===== src/rtl/vga_pkg.sv =====
// Shared constants, register map and FSM encoding for the vblank commit controller.
package vga_pkg;

  localparam int HACTIVE = 1280;
  localparam int VACTIVE = 480;
  localparam int SCALE   = 5;

  typedef enum logic [2:0] {
    ADDR_RED     = 3'd0,
    ADDR_GREEN   = 3'd1,
    ADDR_BLUE    = 3'd2,
    ADDR_H_START = 3'd3,
    ADDR_H_END   = 3'd4,
    ADDR_V_START = 3'd5,
    ADDR_V_END   = 3'd6,
    ADDR_CTRL    = 3'd7
  } reg_addr_e;

  typedef enum logic [1:0] {
    ST_IDLE   = 2'd0,
    ST_ARMED  = 2'd1,
    ST_COMMIT = 2'd2
  } state_e;

  // Geometry registers hold the byte written by software times SCALE (max 1275).
  function automatic logic [10:0] scale_geom(input logic [7:0] raw);
    return {3'b000, raw} * 11'(SCALE);
  endfunction

endpackage


===== src/rtl/vblank_commit_ctrl_if.sv =====
// Avalon-MM slave bus used to program the vblank commit controller.
interface vblank_commit_ctrl_if;
  logic       chipselect;
  logic       write;
  logic       read;
  logic [2:0] address;
  logic [7:0] writedata;
  logic [7:0] readdata;

  modport master (output chipselect, write, read, address, writedata, input readdata);
  modport slave  (input chipselect, write, read, address, writedata, output readdata);
endinterface


===== src/rtl/vblank_detect.sv =====
// Derives the vertical-blank start pulse and level from the raster counters.
// The pulse is edge-qualified so a stalled raster counter cannot re-trigger it.
module vblank_detect
  import vga_pkg::*;
(
  input  logic        clk,
  input  logic        reset_n,
  input  logic [10:0] hcount,
  input  logic [9:0]  vcount,
  output logic        vblank_start,
  output logic        in_vblank
);

  logic match_s;
  logic match_r;

  assign match_s      = (vcount == 10'(VACTIVE)) && (hcount == 11'd0);
  assign vblank_start = match_s & ~match_r;
  assign in_vblank    = (vcount >= 10'(VACTIVE));

  // Remember last cycle's raster match so only its first cycle pulses.
  always_ff @(posedge clk or negedge reset_n) begin
    if (!reset_n) begin
      match_r <= 1'b0;
    end else begin
      match_r <= match_s;
    end
  end

endmodule


===== src/rtl/vblank_commit_ctrl.sv =====
// Double-buffered background/ball-box registers committed atomically at vblank.
// Optional feature macro: VBLANK_COMMIT_IRQ_EN (sticky commit-done interrupt).
module vblank_commit_ctrl
  import vga_pkg::*;
(
  input  logic                 clk,
  input  logic                 reset_n,
  vblank_commit_ctrl_if.slave  bus,
  input  logic [10:0]          hcount,
  input  logic [9:0]           vcount,
  output logic [7:0]           bg_r,
  output logic [7:0]           bg_g,
  output logic [7:0]           bg_b,
  output logic [10:0]          h_start,
  output logic [10:0]          h_end,
  output logic [10:0]          v_start,
  output logic [10:0]          v_end,
  output logic                 irq
);

  logic       vblank_start_s;
  logic       in_vblank_s;
  logic       wr_s;
  logic       rd_s;
  logic       arm_s;
  logic       clr_s;
  logic       geom_err_s;
  logic [7:0] status_s;

  // Shadow bank keeps the raw bytes written by software.
  logic [7:0] sh_red_r, sh_green_r, sh_blue_r;
  logic [7:0] sh_hs_r, sh_he_r, sh_vs_r, sh_ve_r;

  // Active bank drives the outputs.
  logic [7:0]  act_red_r, act_green_r, act_blue_r;
  logic [10:0] act_hs_r, act_he_r, act_vs_r, act_ve_r;

  state_e      state_r;
  logic [7:0]  frame_count_r;
  logic        irq_r;
  logic [7:0]  readdata_r;

  vblank_detect u_vblank_detect (
    .clk          (clk),
    .reset_n      (reset_n),
    .hcount       (hcount),
    .vcount       (vcount),
    .vblank_start (vblank_start_s),
    .in_vblank    (in_vblank_s)
  );

  assign wr_s  = bus.chipselect & bus.write;
  assign rd_s  = bus.chipselect & bus.read;
  assign arm_s = wr_s && (bus.address == ADDR_CTRL) && bus.writedata[0];
`ifdef VBLANK_COMMIT_IRQ_EN
  assign clr_s = wr_s && (bus.address == ADDR_CTRL) && bus.writedata[1];
`else
  assign clr_s = 1'b0;
`endif

  // Scaling is monotonic, so comparing raw bytes matches comparing scaled values.
  assign geom_err_s = (sh_hs_r > sh_he_r) || (sh_vs_r > sh_ve_r);
  assign status_s   = {frame_count_r[3:0], geom_err_s, in_vblank_s, irq_r,
                       (state_r == ST_ARMED)};

  assign bg_r          = act_red_r;
  assign bg_g          = act_green_r;
  assign bg_b          = act_blue_r;
  assign h_start       = act_hs_r;
  assign h_end         = act_he_r;
  assign v_start       = act_vs_r;
  assign v_end         = act_ve_r;
  assign irq           = irq_r;
  assign bus.readdata  = readdata_r;

  // Capture software writes into the shadow bank; the control address holds no data.
  always_ff @(posedge clk or negedge reset_n) begin
    if (!reset_n) begin
      sh_red_r   <= 8'h00;
      sh_green_r <= 8'h00;
      sh_blue_r  <= 8'h80;
      sh_hs_r    <= 8'h00;
      sh_he_r    <= 8'h00;
      sh_vs_r    <= 8'h00;
      sh_ve_r    <= 8'h00;
    end else if (wr_s) begin
      case (bus.address)
        ADDR_RED:     sh_red_r   <= bus.writedata;
        ADDR_GREEN:   sh_green_r <= bus.writedata;
        ADDR_BLUE:    sh_blue_r  <= bus.writedata;
        ADDR_H_START: sh_hs_r    <= bus.writedata;
        ADDR_H_END:   sh_he_r    <= bus.writedata;
        ADDR_V_START: sh_vs_r    <= bus.writedata;
        ADDR_V_END:   sh_ve_r    <= bus.writedata;
        default:      sh_red_r   <= sh_red_r;
      endcase
    end
  end

  // Commit FSM; the active bank loads from shadow only during the COMMIT cycle.
  always_ff @(posedge clk or negedge reset_n) begin
    if (!reset_n) begin
      state_r     <= ST_IDLE;
      act_red_r   <= 8'h00;
      act_green_r <= 8'h00;
      act_blue_r  <= 8'h80;
      act_hs_r    <= 11'd0;
      act_he_r    <= 11'd0;
      act_vs_r    <= 11'd0;
      act_ve_r    <= 11'd0;
    end else begin
      case (state_r)
        ST_IDLE: begin
          // An arm coinciding with vblank only arms; the commit waits a frame.
          if (arm_s) state_r <= ST_ARMED;
        end
        ST_ARMED: begin
          if (vblank_start_s) state_r <= ST_COMMIT;
        end
        ST_COMMIT: begin
          act_red_r   <= sh_red_r;
          act_green_r <= sh_green_r;
          act_blue_r  <= sh_blue_r;
          act_hs_r    <= scale_geom(sh_hs_r);
          act_he_r    <= scale_geom(sh_he_r);
          act_vs_r    <= scale_geom(sh_vs_r);
          act_ve_r    <= scale_geom(sh_ve_r);
          state_r     <= arm_s ? ST_ARMED : ST_IDLE;
        end
        default: state_r <= ST_IDLE;
      endcase
    end
  end

  // Count frames at every vblank start, wrapping naturally at 8 bits.
  always_ff @(posedge clk or negedge reset_n) begin
    if (!reset_n) begin
      frame_count_r <= 8'd0;
    end else if (vblank_start_s) begin
      frame_count_r <= frame_count_r + 8'd1;
    end
  end

  // Sticky commit-done interrupt; a commit wins over a simultaneous clear.
  always_ff @(posedge clk or negedge reset_n) begin
    if (!reset_n) begin
      irq_r <= 1'b0;
    end else if (state_r == ST_COMMIT) begin
`ifdef VBLANK_COMMIT_IRQ_EN
      irq_r <= 1'b1;
`else
      irq_r <= 1'b0;
`endif
    end else if (clr_s) begin
      irq_r <= 1'b0;
    end
  end

  // Registered read port: shadow bytes at 0-6, status at the control address.
  always_ff @(posedge clk or negedge reset_n) begin
    if (!reset_n) begin
      readdata_r <= 8'h00;
    end else if (rd_s) begin
      case (bus.address)
        ADDR_RED:     readdata_r <= sh_red_r;
        ADDR_GREEN:   readdata_r <= sh_green_r;
        ADDR_BLUE:    readdata_r <= sh_blue_r;
        ADDR_H_START: readdata_r <= sh_hs_r;
        ADDR_H_END:   readdata_r <= sh_he_r;
        ADDR_V_START: readdata_r <= sh_vs_r;
        ADDR_V_END:   readdata_r <= sh_ve_r;
        ADDR_CTRL:    readdata_r <= status_s;
        default:      readdata_r <= 8'h00;
      endcase
    end
  end

endmodule


===== src/flat_wrapper.sv =====
// flat-port wrapper written by rule: the top's interface ports become plain ports
module vblank_commit_ctrl_flat import vga_pkg::*;
  (clk, reset_n, hcount, vcount, bg_r, bg_g, bg_b, h_start, h_end, v_start, v_end, irq, bus_chipselect, bus_write, bus_read, bus_address, bus_writedata, bus_readdata);
  vblank_commit_ctrl_if bus_i ();
  input  logic clk;
  input  logic reset_n;
  input  logic [10:0] hcount;
  input  logic [9:0] vcount;
  output logic [7:0] bg_r;
  output logic [7:0] bg_g;
  output logic [7:0] bg_b;
  output logic [10:0] h_start;
  output logic [10:0] h_end;
  output logic [10:0] v_start;
  output logic [10:0] v_end;
  output logic irq;
  input wire logic [$bits(bus_i.chipselect)-1:0] bus_chipselect;
  input wire logic [$bits(bus_i.write)-1:0] bus_write;
  input wire logic [$bits(bus_i.read)-1:0] bus_read;
  input wire logic [$bits(bus_i.address)-1:0] bus_address;
  input wire logic [$bits(bus_i.writedata)-1:0] bus_writedata;
  output wire logic [$bits(bus_i.readdata)-1:0] bus_readdata;
  assign bus_i.chipselect = bus_chipselect;
  assign bus_i.write = bus_write;
  assign bus_i.read = bus_read;
  assign bus_i.address = bus_address;
  assign bus_i.writedata = bus_writedata;
  assign bus_readdata = bus_i.readdata;
  vblank_commit_ctrl u_core (.clk(clk), .reset_n(reset_n), .bus(bus_i), .hcount(hcount), .vcount(vcount), .bg_r(bg_r), .bg_g(bg_g), .bg_b(bg_b), .h_start(h_start), .h_end(h_end), .v_start(v_start), .v_end(v_end), .irq(irq));
endmodule

===== config.mk =====
export PLATFORM = sky130hd
export DESIGN_NAME = vblank_commit_ctrl_flat
export DESIGN_NICKNAME = d
export VERILOG_FILES = /design/src/rtl/vga_pkg.sv /design/src/rtl/vblank_commit_ctrl_if.sv /design/src/rtl/vblank_detect.sv /design/src/rtl/vblank_commit_ctrl.sv /design/src/flat_wrapper.sv
export SDC_FILE = /design/constraint.sdc
export NUM_CORES = 1
export LEC_CHECK = 0
export BUFFER_PORTS_ARGS = -buffer_cell sky130_fd_sc_hd__buf_2
export CAP_MARGIN = 10
export CORE_MARGIN = 3
export CORE_UTILIZATION = 46
export CTS_CLUSTER_SIZE = 20
export DETAILED_ROUTE_END_ITERATION = 6
export PLACE_DENSITY = 0.78
export REMOVE_ABC_BUFFERS = 1
export SETUP_SLACK_MARGIN = 0.1
export SYNTH_ARGS = -nofsm -noshare
export SYNTH_HDL_FRONTEND = slang
export SYNTH_SLANG_ARGS = --single-unit

===== constraint.sdc =====
create_clock -name clk -period 2.9 [get_ports clk]
set_input_delay 0.29 -clock clk [delete_from_list [all_inputs] [get_ports clk]]
set_output_delay 0.29 -clock clk [all_outputs]
set_load 0.01 [all_outputs]

# Yosys cells after proc, flatten, opt, wreduce, memory -nomap -nowiden

Index checks and enable logic that the tools add are counted.
Widths: inputs -> output; s select.

Register bits after elaboration: 143
Input bits: 37
Output and inout port bits: 77
Word-level logic and storage cells: 62

Add/sub/neg operators: 1
$mul: 4
Order comparisons: 3
Eq/ne operators: 12
Muxes and demuxes: 5
Bitwise logic cells: 4
Reductions and logical operators: 15

Operators with widths:

| operator             | number |
|---|---|
| $pmux 8 s8           | 1 |
| $mul 8x3->11 const B | 4 |
| $gt 8x8->1           | 2 |
| $reduce_and 2->1     | 8 |
| $eq 3x3->1 const B   | 4 |
| $logic_not 11->1     | 1 |
| $eq 10x9->1 const B  | 1 |
| $ge 10x9->1 const B  | 1 |
| $add 8x1->8 const B  | 1 |
| $eq 3x2->1 const B   | 2 |
| $pmux 2 s3           | 1 |
| $mux 2               | 2 |
| $and 1x1->1          | 3 |
| $eq 3x1->1 const B   | 1 |
| $logic_and 1x1->1    | 3 |
| $logic_not 3->1      | 1 |
| $eq 2x1->1 const B   | 1 |
| $eq 2x2->1 const B   | 1 |
| $logic_not 2->1      | 1 |
| $ne 2x1->1 const B   | 1 |
| $ne 2x2->1 const B   | 1 |
| $logic_or 1x1->1     | 1 |
| $mux 1               | 1 |
| $not 1->1            | 1 |

# Depth between registers and ports, before layout

Word-level depth: 5
Mapped depth: 9
Gate-level depth less buffers: 9

# By module

From an unflattened synthesis, not the netlist that was laid out.

Cells, all modules: 611
Area total of the unflattened synthesis: 7314.5 µm²

Modules (own cells, without submodules):

| module             | instances | cells each | area each (µm²) | sequential area each (µm²) |
|---|---|---|---|---|
| vblank_commit_ctrl | 1         | 600        | 7210.7          | 3455.8 |
| vblank_detect      | 1         | 11         | 103.8           | 25.0 |

# Worst setup path before layout

No wires, ideal clock.

Path kind: flip-flop to flip-flop
From: reg u_core.sh_hs_r[1]
To: reg u_core.act_hs_r[9], in the netlist u_core.h_start[9]
Arrival: 2097 ps
Data required time: 2767 ps
Slack: 670 ps
Stages on the path, launching flop included: 10
Buffers on the path: 0
Cells stage by stage: dfrtp_1 > ha_1 > ha_1 > fa_1 > a21o_1 > a21oi_1 > o21bai_1 > a21oi_1 > xor2_1 > o21ai_0

Word-level cells in the longest chain between the ends: 1

Ends and longest elaborated chain:

| element                | line                      | text |
|---|---|---|
| from (decl)            | vblank_commit_ctrl.sv:32  | `logic [7:0] sh_hs_r, sh_he_r, sh_vs_r, sh_ve_r;` |
| from (signal assigned) | vblank_commit_ctrl.sv:91  | `ADDR_H_START: sh_hs_r <= bus.writedata;` |
| $mul 8x3->11           | vga_pkg.sv:27             | `return {3'b000, raw} * 11'(SCALE);` |
| to (signal assigned)   | vblank_commit_ctrl.sv:124 | `act_hs_r <= scale_geom(sh_hs_r);` |
| to (decl)              | vblank_commit_ctrl.sv:36  | `logic [10:0] act_hs_r, act_he_r, act_vs_r, act_ve_r;` |

No other way between the ends.
A chain may end at the register's enable or synchronous reset.

# Final worst setup path

From: reg u_core.sh_vs_r[1]
To: reg u_core.act_vs_r[9], in the netlist u_core.v_start[9]

Word-level cells in the longest chain between the ends: 1

Ends and longest elaborated chain:

| element                | line                      | text |
|---|---|---|
| from (decl)            | vblank_commit_ctrl.sv:32  |  |
| from (signal assigned) | vblank_commit_ctrl.sv:93  | `ADDR_V_START: sh_vs_r <= bus.writedata;` |
| $mul 8x3->11           | vga_pkg.sv:27             |  |
| to (signal assigned)   | vblank_commit_ctrl.sv:126 | `act_vs_r <= scale_geom(sh_vs_r);` |
| to (decl)              | vblank_commit_ctrl.sv:36  |  |

No other way between the ends.

==> results.toml <==
[hold_path]
hold_path_class = "primary input to flip-flop"

[worst_setup_path]
worst-path-max-fanout = 5
start_kind = "flip-flop"
required_ns = 3.17
reg2reg_to = "u_core.v_start[9]"
cp-endpoint = "u_core.v_start[9]"
reg2reg_from = "u_core.sh_vs_r[1]"
worstPathArrival_ns = 2.71
reg2reg_depth = 9
crit_path_start = "u_core.sh_vs_r[1]"
worstSetupEndpointType = "flip-flop"
rrSetupSlack_ns = 0.46
path_class = "flip-flop to flip-flop"

[pwr]
finalPower_mw = 6.40
peakVddDrop_v = 0.000470
switching_power_mw = 1.93
p_int_mw = 4.47
swShare_pct = 30.1
clkPwrFrac_pct = 36.6
seqPwrFrac_pct = 37.5
power.density_nw_per_um2 = 733
p_comb_share_pct = 26.0
power.static_leakage_nw = 4.59

[floorplan]
fp.coreArea_um2 = 15400
ios = 114
start_util_pct = 47.6
die_area_um2 = 17500
num_rows = 45
die_x_um = 132
die_h_um = 132

[global_route]
use_met1_pct = 27.2
grt_max_degree = 97
overflow = 0
grt-busiest-layer = "met2"
grt_antenna_before_repair = 0
grt_first_pass_wirelength_mm = 28.9
track_usage_pct = 20.7
use_met3_pct = 5.11
grt_pass1_vias = 5589
grt_util_met2_pct = 32.9

[synthesis]
ys_seq_elements = 139
avgSynthCellArea_um2 = 10.3
synthCells = 711
synth_area_um2 = 7340
ys_warn_count = 0
synth_cell_types = 48
synthArstFlopShare_pct = 100
synth_ff_type = "dfrtp_1"
synth_edf_count = 0
seq_area_frac_synth_pct = 47.4

[cts]
insertion_delay_ns = 0.42
cts_sinks = 139
cts_buffer_depth = 2
hold_buffers = 1
cts_made_buffers = 17
cts_max_level = 4
clk_pin_slew_ns = 0.06
cts_resized = 0
post-cts-setup-buffers = 0
cts_tree = "yes"
cts_root_buffer = "clkbuf_16"

[detailed_routing]
num_vias = 5475
dr.pass1.iters = 4
drt_iter0_markers = 443
drc = 0
wirelength_mm = 17.3
wl_per_cell_um = 16.5
ant_nets = 0
routed_via_density = 5.25

[placement]
gp_congestion = 0.886
dp_hpwl_mm = 12.6
pre_cts_ws_ns = 0.473
port_buffers = 112

[timing]
worstMarginPinSlew_ns = 0.897
setup_violations = 0
timing.slew.headroom_pct = 40.2
timing.final.ws_setup_ns = 0.461
fmax_ghz = 0.410
rsz0062_at_grt = "false"
slew_violations = 0
min_period_ns = 2.44
fin_tns_setup_ns = 0
fin_crit_sh_pct = 84.1
fin_worst_skew_ns = 0.00560
hold_viol_final = 0

[run_status]
outcome = "finished clean"

[layout]
area_delta_synth_final_pct = 19.0
diodes = 0
nets = 925
fillers = 1362
utilization_pct = 56.6
drive_gt1_share_pct = 25.1

[run]
cap_violations = 0
-- power by group through the flow --
| stage | logic [mW] | clock network [mW] | registers, mW |
|---|---|---|---|
| 4_1_cts | 1.66 | 2.37 | 2.40 |
| 3_3_place_gp | 1.59 | 0 | 2.42 |
| 6_report | 1.66 | 2.34 | 2.40 |
| 3_5_place_dp | 1.64 | 0 | 2.43 |
| 5_1_grt | 1.89 | 2.46 | 2.43 |
| 2_1_floorplan | 1.21 | 0 | 2.34 |
-- critical path, cell delays in order (launching register included) --
cell      delay (ns)
dfrtp_1         0.44
ha_1            0.33
ha_1            0.23
fa_1            0.40
a21o_1          0.17
a21oi_1         0.21
o21bai_1        0.10
a21oi_1         0.17
xor2_1          0.15
o21ai_0         0.08
-- through the flow --
step                      area, um^2  instances  hold WS, ns
after floorplan                 7170        681     -0.00559
after global placement          8080       1010        0.396
after detailed placement        8080       1010        0.404
after CTS                       8730       1043        0.167
after global routing            8730       1043        0.181
final                           8730       1043        0.189
-- cells in the mapped netlist, types with 3 or more instances --
master,n,area (um^2)
nand4_1,6,37.5
ha_1,65,813
nor3_1,3,15.0
dfrtp_1,137,3430
nor2b_1,4,25.0
buf_4,4,30.0
clkbuf_1,12,45.0
buf_2,11,55.1
mux2_2,32,360
nor2_1,14,52.6
nand3b_1,3,22.5
inv_1,27,101
o22ai_1,3,18.8
xnor2_1,19,166
a21oi_1,33,165
o21ai_0,61,305
o21bai_1,8,60.1
fa_1,4,80.1
mux2i_1,8,80.1
a211oi_1,8,60.1
o211ai_1,3,22.5
mux2_4,8,120
nand2b_1,5,31.3
mux4_2,5,113
nor4_1,4,25.0
nand2_1,179,672
a21o_1,13,97.6
xor2_1,4,35.0
nand3_1,4,20.0
-- state kept, by name, indices dropped and copies added, names as in the netlist, 11 cells and up --
name	count
u_core.h_end	11
u_core.h_start	11
u_core.v_end	11
u_core.v_start	11
-- cells in the final DEF, fill, tap and decap left out, types with 13 or more instances in the layout --
cell / netlist / routed
nand2_1: 179 / 179
mux2_2: 32 / 32
ha_1: 65 / 65
dfrtp_1: 137 / 137
inv_1: 27 / 27
a21oi_1: 33 / 33
clkbuf_16: 0 / 17
o21ai_0: 61 / 61
xnor2_1: 19 / 19
buf_2: 11 / 111
nor2_1: 14 / 14
a21o_1: 13 / 13
-- routing by layer --
| layer | share of wire [%] | up-vias |
|---|---|---|
| met1 | 45 | 2634 |
| met4 | 2.6 | 0 |
| met5 | 0 | - |
| li1 | - | 2671 |
| met2 | 48 | 135 |
| met3 | 4.7 | 35 |
-- final cells by class --
cell class / instances / area, um^2 / area share, %
Multi-Input combinational cell: 514 / 3600 / 41.3
Tap cell: 211 / 264 / 3.02
Sequential cell: 139 / 3480 / 39.9
Clock buffer: 21 / 480 / 5.50
Clock inverter: 11 / 165 / 1.89
Inverter: 28 / 105 / 1.20
Timing Repair Buffer: 119 / 634 / 7.26
-- worst min-delay path by stage --
stage,from,cells after the start,slack [ns],end
finish,bus_writedata[5],3,0.19,u_core.sh_he_r[5]
global route,bus_writedata[5],3,0.18,u_core.sh_he_r[5]
CTS,bus_writedata[5],3,0.17,u_core.sh_he_r[5]
detailed placement,reset_n,1,0.40,u_core.h_end[7]
global placement,reset_n,1,0.40,u_core.h_end[7]
floorplan,reset_n,0,-0.006,u_core.bg_b[0]
-- cells by family after synthesis --
logic type	Yosys count	share of synthesized area (%)
AOI/OAI and AO/OA	135	10.6
xor gates and xnor gates	23	2.74
adders and majority gates	69	12.2
buffers and inverters	58	3.72
DFF	139	47.4
muxes	53	9.17
other	1	0.0511
and+or+nand+nor	233	14.1
Note: power is estimated with default switching activity, not from simulation.
